## src/rtl/picorv32_axi_arbiter_pkg.sv

```systemverilog
// Shared types and constants for the two-requester PicoRV32 AXI4-Lite arbiter.
package picorv32_axi_pkg;

    localparam int NUM_REQ = 2;

    localparam logic [2:0] AXI_PROT_DATA  = 3'b000;
    localparam logic [2:0] AXI_PROT_INSTR = 3'b100;

    typedef enum logic [2:0] {
        IDLE,
        WADDR,
        WRESP,
        RADDR,
        RDATA
    } arb_state_e;

endpackage

```

## src/rtl/picorv32_axi_arbiter_if.sv

```systemverilog
// AXI4-Lite master-port bundle shared by the arbiter and the downstream slave.
interface picorv32_axi_arbiter_if;

    logic        mem_axi_awvalid;
    logic        mem_axi_awready;
    logic [31:0] mem_axi_awaddr;
    logic [2:0]  mem_axi_awprot;

    logic        mem_axi_wvalid;
    logic        mem_axi_wready;
    logic [31:0] mem_axi_wdata;
    logic [3:0]  mem_axi_wstrb;

    logic        mem_axi_bvalid;
    logic        mem_axi_bready;

    logic        mem_axi_arvalid;
    logic        mem_axi_arready;
    logic [31:0] mem_axi_araddr;
    logic [2:0]  mem_axi_arprot;

    logic        mem_axi_rvalid;
    logic        mem_axi_rready;
    logic [31:0] mem_axi_rdata;

    modport master (
        output mem_axi_awvalid, mem_axi_awaddr, mem_axi_awprot,
        output mem_axi_wvalid, mem_axi_wdata, mem_axi_wstrb,
        output mem_axi_bready,
        output mem_axi_arvalid, mem_axi_araddr, mem_axi_arprot,
        output mem_axi_rready,
        input  mem_axi_awready, mem_axi_wready, mem_axi_bvalid,
        input  mem_axi_arready, mem_axi_rvalid, mem_axi_rdata
    );

    modport slave (
        input  mem_axi_awvalid, mem_axi_awaddr, mem_axi_awprot,
        input  mem_axi_wvalid, mem_axi_wdata, mem_axi_wstrb,
        input  mem_axi_bready,
        input  mem_axi_arvalid, mem_axi_araddr, mem_axi_arprot,
        input  mem_axi_rready,
        output mem_axi_awready, mem_axi_wready, mem_axi_bvalid,
        output mem_axi_arready, mem_axi_rvalid, mem_axi_rdata
    );

endinterface

```

## src/rtl/picorv32_axi_arbiter_rr_arbiter_2.sv

```systemverilog
// Two-input round-robin grant; the priority pointer flips away from the winner on advance.
module rr_arbiter_2
    import picorv32_axi_pkg::*;
#(
    parameter int RESET_GRANT = 0
) (
    input  logic               clk,
    input  logic               reset,
    input  logic [NUM_REQ-1:0] req,
    input  logic               advance,
    output logic               gnt,
    output logic               any_req
);

    logic prio_q;

    always_comb begin
        any_req = |req;
        gnt     = (req == 2'b11) ? prio_q : req[1];
    end

    // NOTE: sequential state is updated with non-blocking assignments only.
    always_ff @(posedge clk) begin
        if (reset)
            prio_q <= 1'(RESET_GRANT);
        else if (advance)
            prio_q <= ~gnt;
    end

endmodule

```

## src/rtl/picorv32_axi_arbiter.sv

```systemverilog
// Shares one AXI4-Lite master between two PicoRV32 native memory ports, one transaction at a time.
module picorv32_axi_arbiter
    import picorv32_axi_pkg::*;
#(
    parameter int TIMEOUT_CYCLES = 256,
    parameter int RESET_GRANT    = 0
) (
    input  logic                     clk,
    input  logic                     reset,
    input  logic [NUM_REQ-1:0]       rq_valid,
    input  logic [NUM_REQ-1:0]       rq_instr,
    input  logic [NUM_REQ-1:0][31:0] rq_addr,
    input  logic [NUM_REQ-1:0][31:0] rq_wdata,
    input  logic [NUM_REQ-1:0][3:0]  rq_wstrb,
    output logic [NUM_REQ-1:0]       rq_ready,
    output logic [31:0]              rq_rdata,
    output logic                     timeout_err,
    picorv32_axi_arbiter_if.master   axi
);

    localparam int TO_LAST = (TIMEOUT_CYCLES > 0) ? TIMEOUT_CYCLES - 1 : 0;
    localparam int CW      = (TO_LAST > 0) ? $clog2(TO_LAST + 1) : 1;

    arb_state_e  state_q, state_d;
    logic        gnt_q;
    logic [31:0] addr_q, wdata_q;
    logic [3:0]  wstrb_q;
    logic        instr_q;
    logic        awvalid_q, wvalid_q, arvalid_q;
    logic [CW-1:0] wd_cnt;

    logic arb_gnt, arb_any, advance;
    logic in_resp, resp, expire, done;

    rr_arbiter_2 #(.RESET_GRANT(RESET_GRANT)) u_rr (
        .clk     (clk),
        .reset   (reset),
        .req     (rq_valid),
        .advance (advance),
        .gnt     (arb_gnt),
        .any_req (arb_any)
    );

    assign axi.mem_axi_awvalid = awvalid_q;
    assign axi.mem_axi_awaddr  = addr_q;
    assign axi.mem_axi_awprot  = AXI_PROT_DATA;
    assign axi.mem_axi_wvalid  = wvalid_q;
    assign axi.mem_axi_wdata   = wdata_q;
    assign axi.mem_axi_wstrb   = wstrb_q;
    assign axi.mem_axi_arvalid = arvalid_q;
    assign axi.mem_axi_araddr  = addr_q;
    assign axi.mem_axi_arprot  = instr_q ? AXI_PROT_INSTR : AXI_PROT_DATA;
    assign axi.mem_axi_bready  = (state_q == WRESP) && axi.mem_axi_bvalid;
    assign axi.mem_axi_rready  = (state_q == RDATA) && axi.mem_axi_rvalid;

    // NOTE: every signal written here gets a default first, so no latches are inferred.
    always_comb begin
        state_d  = state_q;
        advance  = 1'b0;
        rq_ready = '0;
        rq_rdata = '0;

        in_resp = (state_q == WRESP) || (state_q == RDATA);
        resp    = ((state_q == WRESP) && axi.mem_axi_bvalid) ||
                  ((state_q == RDATA) && axi.mem_axi_rvalid);
        expire  = (TIMEOUT_CYCLES != 0) && in_resp && !resp && (wd_cnt == CW'(TO_LAST));
        done    = resp || expire;

        case (state_q)
            IDLE: if (arb_any) begin
                advance = 1'b1;
                state_d = (rq_wstrb[arb_gnt] != 4'b0) ? WADDR : RADDR;
            end
            WADDR: if ((!awvalid_q || axi.mem_axi_awready) && (!wvalid_q || axi.mem_axi_wready))
                state_d = WRESP;
            RADDR: if (arvalid_q && axi.mem_axi_arready)
                state_d = RDATA;
            WRESP, RDATA: if (done)
                state_d = IDLE;
            default: state_d = IDLE;
        endcase

        // A requester that dropped valid mid-transaction simply never sees its response.
        if (done)
            rq_ready[gnt_q] = rq_valid[gnt_q];
        if ((state_q == RDATA) && axi.mem_axi_rvalid)
            rq_rdata = axi.mem_axi_rdata;
    end

    always_ff @(posedge clk) begin
        if (reset) begin
            state_q     <= IDLE;
            gnt_q       <= 1'b0;
            addr_q      <= '0;
            wdata_q     <= '0;
            wstrb_q     <= '0;
            instr_q     <= 1'b0;
            awvalid_q   <= 1'b0;
            wvalid_q    <= 1'b0;
            arvalid_q   <= 1'b0;
            wd_cnt      <= '0;
            timeout_err <= 1'b0;
        end else begin
            state_q <= state_d;

            if (axi.mem_axi_awready) awvalid_q <= 1'b0;
            if (axi.mem_axi_wready)  wvalid_q  <= 1'b0;
            if (axi.mem_axi_arready) arvalid_q <= 1'b0;

            if ((state_q == IDLE) && arb_any) begin
                gnt_q   <= arb_gnt;
                addr_q  <= rq_addr[arb_gnt];
                wdata_q <= rq_wdata[arb_gnt];
                wstrb_q <= rq_wstrb[arb_gnt];
                instr_q <= rq_instr[arb_gnt];
                if (rq_wstrb[arb_gnt] != 4'b0) begin
                    awvalid_q <= 1'b1;
                    wvalid_q  <= 1'b1;
                end else begin
                    arvalid_q <= 1'b1;
                end
            end

            // Counter sits at zero outside the response states, so entry always starts from zero.
            if (in_resp)
                wd_cnt <= wd_cnt + 1'b1;
            else
                wd_cnt <= '0;

            if (expire)
                timeout_err <= 1'b1;
        end
    end

endmodule
```

## src/flat_wrapper.sv

```systemverilog
// flat-port wrapper written by rule: the top's interface ports become plain ports
module picorv32_axi_arbiter_flat import picorv32_axi_pkg::*;
#(
    parameter int TIMEOUT_CYCLES = 256,
    parameter int RESET_GRANT    = 0
)
  (clk, reset, rq_valid, rq_instr, rq_addr, rq_wdata, rq_wstrb, rq_ready, rq_rdata, timeout_err, axi_mem_axi_awvalid, axi_mem_axi_awaddr, axi_mem_axi_awprot, axi_mem_axi_wvalid, axi_mem_axi_wdata, axi_mem_axi_wstrb, axi_mem_axi_bready, axi_mem_axi_arvalid, axi_mem_axi_araddr, axi_mem_axi_arprot, axi_mem_axi_rready, axi_mem_axi_awready, axi_mem_axi_wready, axi_mem_axi_bvalid, axi_mem_axi_arready, axi_mem_axi_rvalid, axi_mem_axi_rdata);
  picorv32_axi_arbiter_if axi_i ();
  input  logic clk;
  input  logic reset;
  input  logic [NUM_REQ-1:0] rq_valid;
  input  logic [NUM_REQ-1:0] rq_instr;
  input  logic [NUM_REQ-1:0][31:0] rq_addr;
  input  logic [NUM_REQ-1:0][31:0] rq_wdata;
  input  logic [NUM_REQ-1:0][3:0] rq_wstrb;
  output logic [NUM_REQ-1:0] rq_ready;
  output logic [31:0] rq_rdata;
  output logic timeout_err;
  output wire logic [$bits(axi_i.mem_axi_awvalid)-1:0] axi_mem_axi_awvalid;
  output wire logic [$bits(axi_i.mem_axi_awaddr)-1:0] axi_mem_axi_awaddr;
  output wire logic [$bits(axi_i.mem_axi_awprot)-1:0] axi_mem_axi_awprot;
  output wire logic [$bits(axi_i.mem_axi_wvalid)-1:0] axi_mem_axi_wvalid;
  output wire logic [$bits(axi_i.mem_axi_wdata)-1:0] axi_mem_axi_wdata;
  output wire logic [$bits(axi_i.mem_axi_wstrb)-1:0] axi_mem_axi_wstrb;
  output wire logic [$bits(axi_i.mem_axi_bready)-1:0] axi_mem_axi_bready;
  output wire logic [$bits(axi_i.mem_axi_arvalid)-1:0] axi_mem_axi_arvalid;
  output wire logic [$bits(axi_i.mem_axi_araddr)-1:0] axi_mem_axi_araddr;
  output wire logic [$bits(axi_i.mem_axi_arprot)-1:0] axi_mem_axi_arprot;
  output wire logic [$bits(axi_i.mem_axi_rready)-1:0] axi_mem_axi_rready;
  input wire logic [$bits(axi_i.mem_axi_awready)-1:0] axi_mem_axi_awready;
  input wire logic [$bits(axi_i.mem_axi_wready)-1:0] axi_mem_axi_wready;
  input wire logic [$bits(axi_i.mem_axi_bvalid)-1:0] axi_mem_axi_bvalid;
  input wire logic [$bits(axi_i.mem_axi_arready)-1:0] axi_mem_axi_arready;
  input wire logic [$bits(axi_i.mem_axi_rvalid)-1:0] axi_mem_axi_rvalid;
  input wire logic [$bits(axi_i.mem_axi_rdata)-1:0] axi_mem_axi_rdata;
  assign axi_mem_axi_awvalid = axi_i.mem_axi_awvalid;
  assign axi_mem_axi_awaddr = axi_i.mem_axi_awaddr;
  assign axi_mem_axi_awprot = axi_i.mem_axi_awprot;
  assign axi_mem_axi_wvalid = axi_i.mem_axi_wvalid;
  assign axi_mem_axi_wdata = axi_i.mem_axi_wdata;
  assign axi_mem_axi_wstrb = axi_i.mem_axi_wstrb;
  assign axi_mem_axi_bready = axi_i.mem_axi_bready;
  assign axi_mem_axi_arvalid = axi_i.mem_axi_arvalid;
  assign axi_mem_axi_araddr = axi_i.mem_axi_araddr;
  assign axi_mem_axi_arprot = axi_i.mem_axi_arprot;
  assign axi_mem_axi_rready = axi_i.mem_axi_rready;
  assign axi_i.mem_axi_awready = axi_mem_axi_awready;
  assign axi_i.mem_axi_wready = axi_mem_axi_wready;
  assign axi_i.mem_axi_bvalid = axi_mem_axi_bvalid;
  assign axi_i.mem_axi_arready = axi_mem_axi_arready;
  assign axi_i.mem_axi_rvalid = axi_mem_axi_rvalid;
  assign axi_i.mem_axi_rdata = axi_mem_axi_rdata;
  picorv32_axi_arbiter #(.TIMEOUT_CYCLES(TIMEOUT_CYCLES), .RESET_GRANT(RESET_GRANT)) u_core (.clk(clk), .reset(reset), .rq_valid(rq_valid), .rq_instr(rq_instr), .rq_addr(rq_addr), .rq_wdata(rq_wdata), .rq_wstrb(rq_wstrb), .rq_ready(rq_ready), .rq_rdata(rq_rdata), .timeout_err(timeout_err), .axi(axi_i));
endmodule
```

## config.mk

```make
export PLATFORM = sky130hd
export DESIGN_NAME = picorv32_axi_arbiter_flat
export DESIGN_NICKNAME = d
export VERILOG_FILES = /design/src/rtl/picorv32_axi_arbiter_pkg.sv /design/src/rtl/picorv32_axi_arbiter_if.sv /design/src/rtl/picorv32_axi_arbiter_rr_arbiter_2.sv /design/src/rtl/picorv32_axi_arbiter.sv /design/src/flat_wrapper.sv
export SDC_FILE = /design/constraint.sdc
export NUM_CORES = 1
export LEC_CHECK = 0
export ABC_CLOCK_PERIOD_IN_PS = 1500
export BUFFER_PORTS_ARGS = -buffer_cell sky130_fd_sc_hd__buf_4
export CAP_MARGIN = 20
export CORE_AREA = 2 2 128 130
export DETAILED_ROUTE_END_ITERATION = 8
export DIE_AREA = 0 0 130 132
export GPL_TIMING_DRIVEN = 0
export PLACE_DENSITY = 0.58
export SYNTH_ARGS = -nofsm -noshare
export SYNTH_HDL_FRONTEND = slang
export SYNTH_HIERARCHICAL = 1
export SYNTH_SLANG_ARGS = --single-unit
```

## constraint.sdc

```tcl
create_clock -name clk -period 1.5 [get_ports clk]
set_clock_uncertainty 0.05 [all_clocks]
set_input_delay 0.3 -clock clk [delete_from_list [all_inputs] [get_ports clk]]
set_output_delay 0.3 -clock clk [all_outputs]
set_load 0.05 [all_outputs]
```

# Word-level counts from Yosys, hierarchy flattened
# Cells that the tools add are included.
# word_totals
mem_bits_ro,0
ff_bits,86
ram_bits,0
inputBits,179
latchBits,0
mem_count,0
elab_cells,84
# op_classes
mux,33
eq_ne,10
bitwise_logic,3
add_sub_neg,1
order_cmp,3
reduce_logical,22
n_div,0
shift,0
n_mul,0
# op_table
op,count
32-bit 2-to-1 mux,5
1-bit 2-to-1 mux,17
3-bit 2-to-1 mux,5
3-bit one-hot mux with 4 select lines,1
"8-bit by 1-bit adder with 8-bit output, second input constant",1
"8-bit equality test, second input constant",1
1-bit logical AND,8
4-bit 2-to-1 mux,2
"2-bit by 1-bit != test with 1-bit output, second input constant",4
"3-bit by 2-bit equality test with 1-bit output, second input constant",2
2-bit OR reduction,3
1-bit logical OR,5
"1-bit by 2-bit less-than comparator with 1-bit output, second input constant",2
2-bit 2-to-1 mux,2
4-bit AND reduction,1
4-bit nonzero test,1
"3-bit by 1-bit equality test with 1-bit output, second input constant",1
"3-bit equality test, second input constant",1
1-bit zero test,3
3-bit zero test,1
2-bit AND,1
"2-bit equality test, second input constant",1
1-bit inverter,2
1-bit demux with 1-bit select,1
"1-bit >= comparator, second input constant",1

# Depth between registers and ports, before layout
# logic_depth
depth_word,9
mapped_depth,8
depth_no_buf,6

# By module
# Netlist, hierarchy kept.
# by_module_without_submodules
mod,cells_each,instances,area_each_um2,seq_area_each_um2
picorv32_axi_arbiter,477,1,4439.3,1701.6
rr_arbiter_2,6,1,66.3,20.0

# Worst setup path after synthesis
# OpenSTA, ideal clock, no wires.
# synth_timing
kind,register to output
startpoint,register u_core.wd_cnt[0]
endpoint,output rq_ready[0]
stages_incl_launch_ff,6
setup_slack_ns,-0.945
required_ns,1.150
t_arrival_ns,2.095
path_cell_list,dfxtp_1 ha_1 nand3_1 nor2_1 a21boi_0 nor3b_1
# synth_between
elab_chain_cells,4
# synth_lines
item,line,rtl
from (decl),picorv32_axi_arbiter.sv:30,logic [CW-1:0] wd_cnt;
from (signal assigned),picorv32_axi_arbiter.sv:126,wd_cnt <= wd_cnt + 1'b1;
8-bit equality test,picorv32_axi_arbiter.sv:66,expire = (TIMEOUT_CYCLES != 0) && in_resp && !resp && (wd_cnt == CW'(TO_LAST));
1-bit logical AND,picorv32_axi_arbiter.sv:66,
1-bit logical OR,picorv32_axi_arbiter.sv:67,done = resp || expire;
2-bit 2-to-1 mux,picorv32_axi_arbiter.sv:84,if (done)
to (decl),flat_wrapper.sv:16,output logic [NUM_REQ-1:0] rq_ready;
# Every way passes these cells.

# Worst setup path in the final report
# layout_timing
startpoint,register u_core.state_q[1]
endpoint,output rq_rdata[18]
# layout_between
elab_chain_cells,3
# layout_lines
item,line,rtl
from (decl),picorv32_axi_arbiter.sv:24,"arb_state_e state_q, state_d;"
from (signal assigned),picorv32_axi_arbiter.sv:104,state_q <= state_d;
3-bit equality test,picorv32_axi_arbiter.sv:86,if ((state_q == RDATA) && axi.mem_axi_rvalid)
1-bit logical AND,picorv32_axi_arbiter.sv:86,
32-bit 2-to-1 mux,picorv32_axi_arbiter.sv:86,
to (decl),flat_wrapper.sv:17,output logic [31:0] rq_rdata;
# Every way passes these cells.

==> metrics <==
routed wl met3=around 1.5 mm; fmax=about 500 MHz; pin count of the biggest net entering global routing=15; cell at the root of the clock tree=clkbuf_16; Arr. time, crit path=1.70 ns; number of buffers inserted by port buffering=roughly 320; wire length of the first global-routing pass=about 27 mm; VDD IR max=0.621 mV; register share of total power=24.8%; top post-synthesis cells by count=dfxtp_1 (86), nor2_1 (85), mux2i_1 (71), a211oi_1 (51), buf_4 (39); setup_tns=-36.43 ns; number of global-route vias before repair=approximately 5100; violations in the final reports=negative setup slack; vias per std cell=4.52; Tightest Pin Transition=0.728 ns; net switching power figure=4.58 mW; top layer in use=met4; H-tree lvl count=3; core area=15700 um2; drt drc=0; clk sinks=86; routed wire length on met2=9.75 mm; buffer levels on the longest clock path=2; clock latency on the worst-skew pair=0.34 ns; starting density of the core=28.7%; length of the first detailed-routing pass in iterations=4; total number of vias=4875; crit path kind=reg2out; Detail Placement HPWL=13.3 mm; combinational power share=51.5%; total power consumption of the routed design=11.9 mW; cell type with the largest total area after synthesis=dfxtp_1; count of boundary I/O pins=approximately 330; Post-synth EDFFs=0; internal power=around 7.3 mW; met1 WL=6.45 mm; final weighted congestion in routability-driven placement=between 0.7 and 0.8; post-synthesis sequential area ratio=38.2%; Data required, critical path=1.15 ns; instance count after placement with tap cells included=about 1000; average cell area after synthesis=9.33 um2; Inserted Clock Buffers=9; switching portion of total power=a little under two fifths; growth of design area from synthesis to finish=97.8%; Setup-failing EPs final=110; Synth Cell Area=4510 um2; async set-reset flop share out of synthesis=0%; Final Hold Fails=0; CTS tree=done; Horiz. Die Dim=~130 um; setup repair after global routing missed its margin=yes; number of warnings issued by yosys=6; overall fraction of global-route tracks in use=20.1%; Slew Viols, Final=0; power per unit of standard cell area=1340 nW/um2; share of final-layout standard cells stronger than drive strength 1=approximately three fifths; status=finished, violations left; post-synthesis register bit count=86; Die Area=between 15000 and 20000 um2; highest fanout seen on the critical path=8; leading post-synthesis cells by cell area=dfxtp_1 (38%), mux2i_1 (16%), a211oi_1 (8.5%); final cycle utilization of the critical path=137%; post-route insts no fill=1078; antenna diode instance count=0; Synth top area share=38.2%; residual overflow from global routing=0; power share of the clock group=23.7%; Layout Nets=slightly above 1000; fillcell total=1423; startpoint kind of the worst setup timing path=register; routed length per instance=between 15 and 20 um; wire length after detailed routing=17.8 mm; distinct cell type count after synthesis=41; antenna violations before repair=0; fin worst setup slack=-0.552 ns; clk slew on worst S/H paths=about 0.06 ns; Primary FF master, synth=dfxtp_1; type of the tightest min-delay check=in2reg; leakage power of the design=4.20 nW; number of DRC markers after the initial detailed-route iteration=81; Relative slew margins=about half; vertical die dimension=132 um; max-capacitance violation count=0; final worst path period need=2.05 ns; DRT antenna net count=0; cell with the most instances after synthesis=dfxtp_1; CP Capture Type=output pin; standard-cell row count=46; cell count after synthesis=483
logic make-up after synthesis:
family                   synth area share, %
other                                 0.0832
adder cells (fa/ha/maj)                0.278
flip-flops                              38.2
AO/OA/AOI/OAI                           16.2
buffers and inverters                   11.2
AND/OR/NAND/NOR                         17.1
multiplexers                            15.8
XOR/XNOR                                1.17
sequential cells by signal (all words and copies together) (netlist names):
register,cells
u_core/axi.mem_axi_arvalid,1
u_core/axi.mem_axi_wvalid,1
u_core/axi.mem_axi_araddr,32
u_core/state_q,3
u_core/instr_q,1
u_core/axi.mem_axi_awvalid,1
u_core/axi.mem_axi_wdata,32
u_core/axi.mem_axi_wstrb,4
u_core/timeout_err,1
u_core/u_rr/prio_q,1
u_core/wd_cnt,8
u_core/gnt_q,1
power groups by stage:
stage	logic [mW]	clock network, mW	registers, mW
2_1_floorplan	2.16	0	4.18
3_3_place_gp	4.90	0	2.98
3_5_place_dp	4.94	0	3.00
4_1_cts	6.09	2.91	2.96
5_1_grt	6.46	2.99	3.01
6_report	6.15	2.82	2.96
critical path: stages, from the launching register on:
cell and delay, ns:
dfxtp_2 0.32, buf_6 0.12, and4bb_4 0.43, clkbuf_8 0.17, and2_4 0.17, buf_8 0.14
final cells by class:
class / count / area, um2 / share of cell area, %
Timing Repair Buffer: 360 / 3300 / 37.0
Multi-Input combinational cell: 324 / 2550 / 28.6
Sequential cell: 86 / 1730 / 19.4
Buffer: 74 / 678 / 7.61
Tap cell: 216 / 270 / 3.03
Clock buffer: 11 / 253 / 2.84
Clock inverter: 5 / 129 / 1.45
Inverter: 2 / 10.0 / 0.112
cell usage in the layout, fill, tap and decap left out, drive strengths merged:
cell    netlist  routed
mux2i        71      71
o21ai         1       1
nor2         85      85
bufinv        0       4
or2           2       2
a311oi        1       1
and3          1       1
and2         33      34
a21o          1       1
a21oi         6       6
nand2b        9       9
ha            1       1
a31oi         1       1
buf          66     413
nor2b         4       4
xor2          3       3
xnor2         3       3
nor3b         1       1
nor3          4       4
nand4         1       1
a211oi       69      69
and4bb        1       1
clkbuf       10      22
inv           2       2
dfxtp        86      86
clkinv        0       1
nand3         5       5
bufbuf        0      10
a22o          1       1
nand2         6       6
conb          1       5
o22a          1       1
o311ai        2       2
a21boi        1       1
nand3b        3       3
nor4          1       1
metrics by stage:
step                setup slack, ns  utilization [%]  area (um2)  hold WS [ns]
floorplan                    -0.240                -        4680         0.318
global placement             -0.364             46.8        7350         0.382
detailed placement           -0.385             46.8        7350         0.409
CTS                          -0.561             56.1        8810        0.0671
global route                 -0.606             56.7        8910        0.0735
finish                       -0.552             56.7        8910        0.0838
layer usage:
| metal | vias up | GRT usage (%) |
|---|---|---|
| met5 | - | 0 |
| met4 | 0 | 4.30 |
| met3 | 10 | 6.05 |
| met2 | 205 | 39.1 |
| met1 | 2262 | 20.6 |
| li1 | 2398 | - |
final timing paths:
path | from | endpoint | slack, ns | depth (start not counted)
worst min register to register | u_core/wd_cnt[0] | u_core/wd_cnt[0] | 0.40 | 1
worst min-delay path | reset | u_core/u_rr/prio_q | 0.08 | 2
worst max register to register | u_core/state_q[1] | u_core/axi.mem_axi_wdata[23] | -0.31 | 9
worst max-delay path | u_core/state_q[1] | rq_rdata[18] | -0.55 | 5
repair_timing:
item                       CTS  global route
gates cloned                16             0
hold buffers                 0             0
setup endpoints to repair  111           121
resized for setup          138            17
pin swaps                   42            12
setup buffers               21             6
Note: power is estimated with default switching activity, not from simulation.
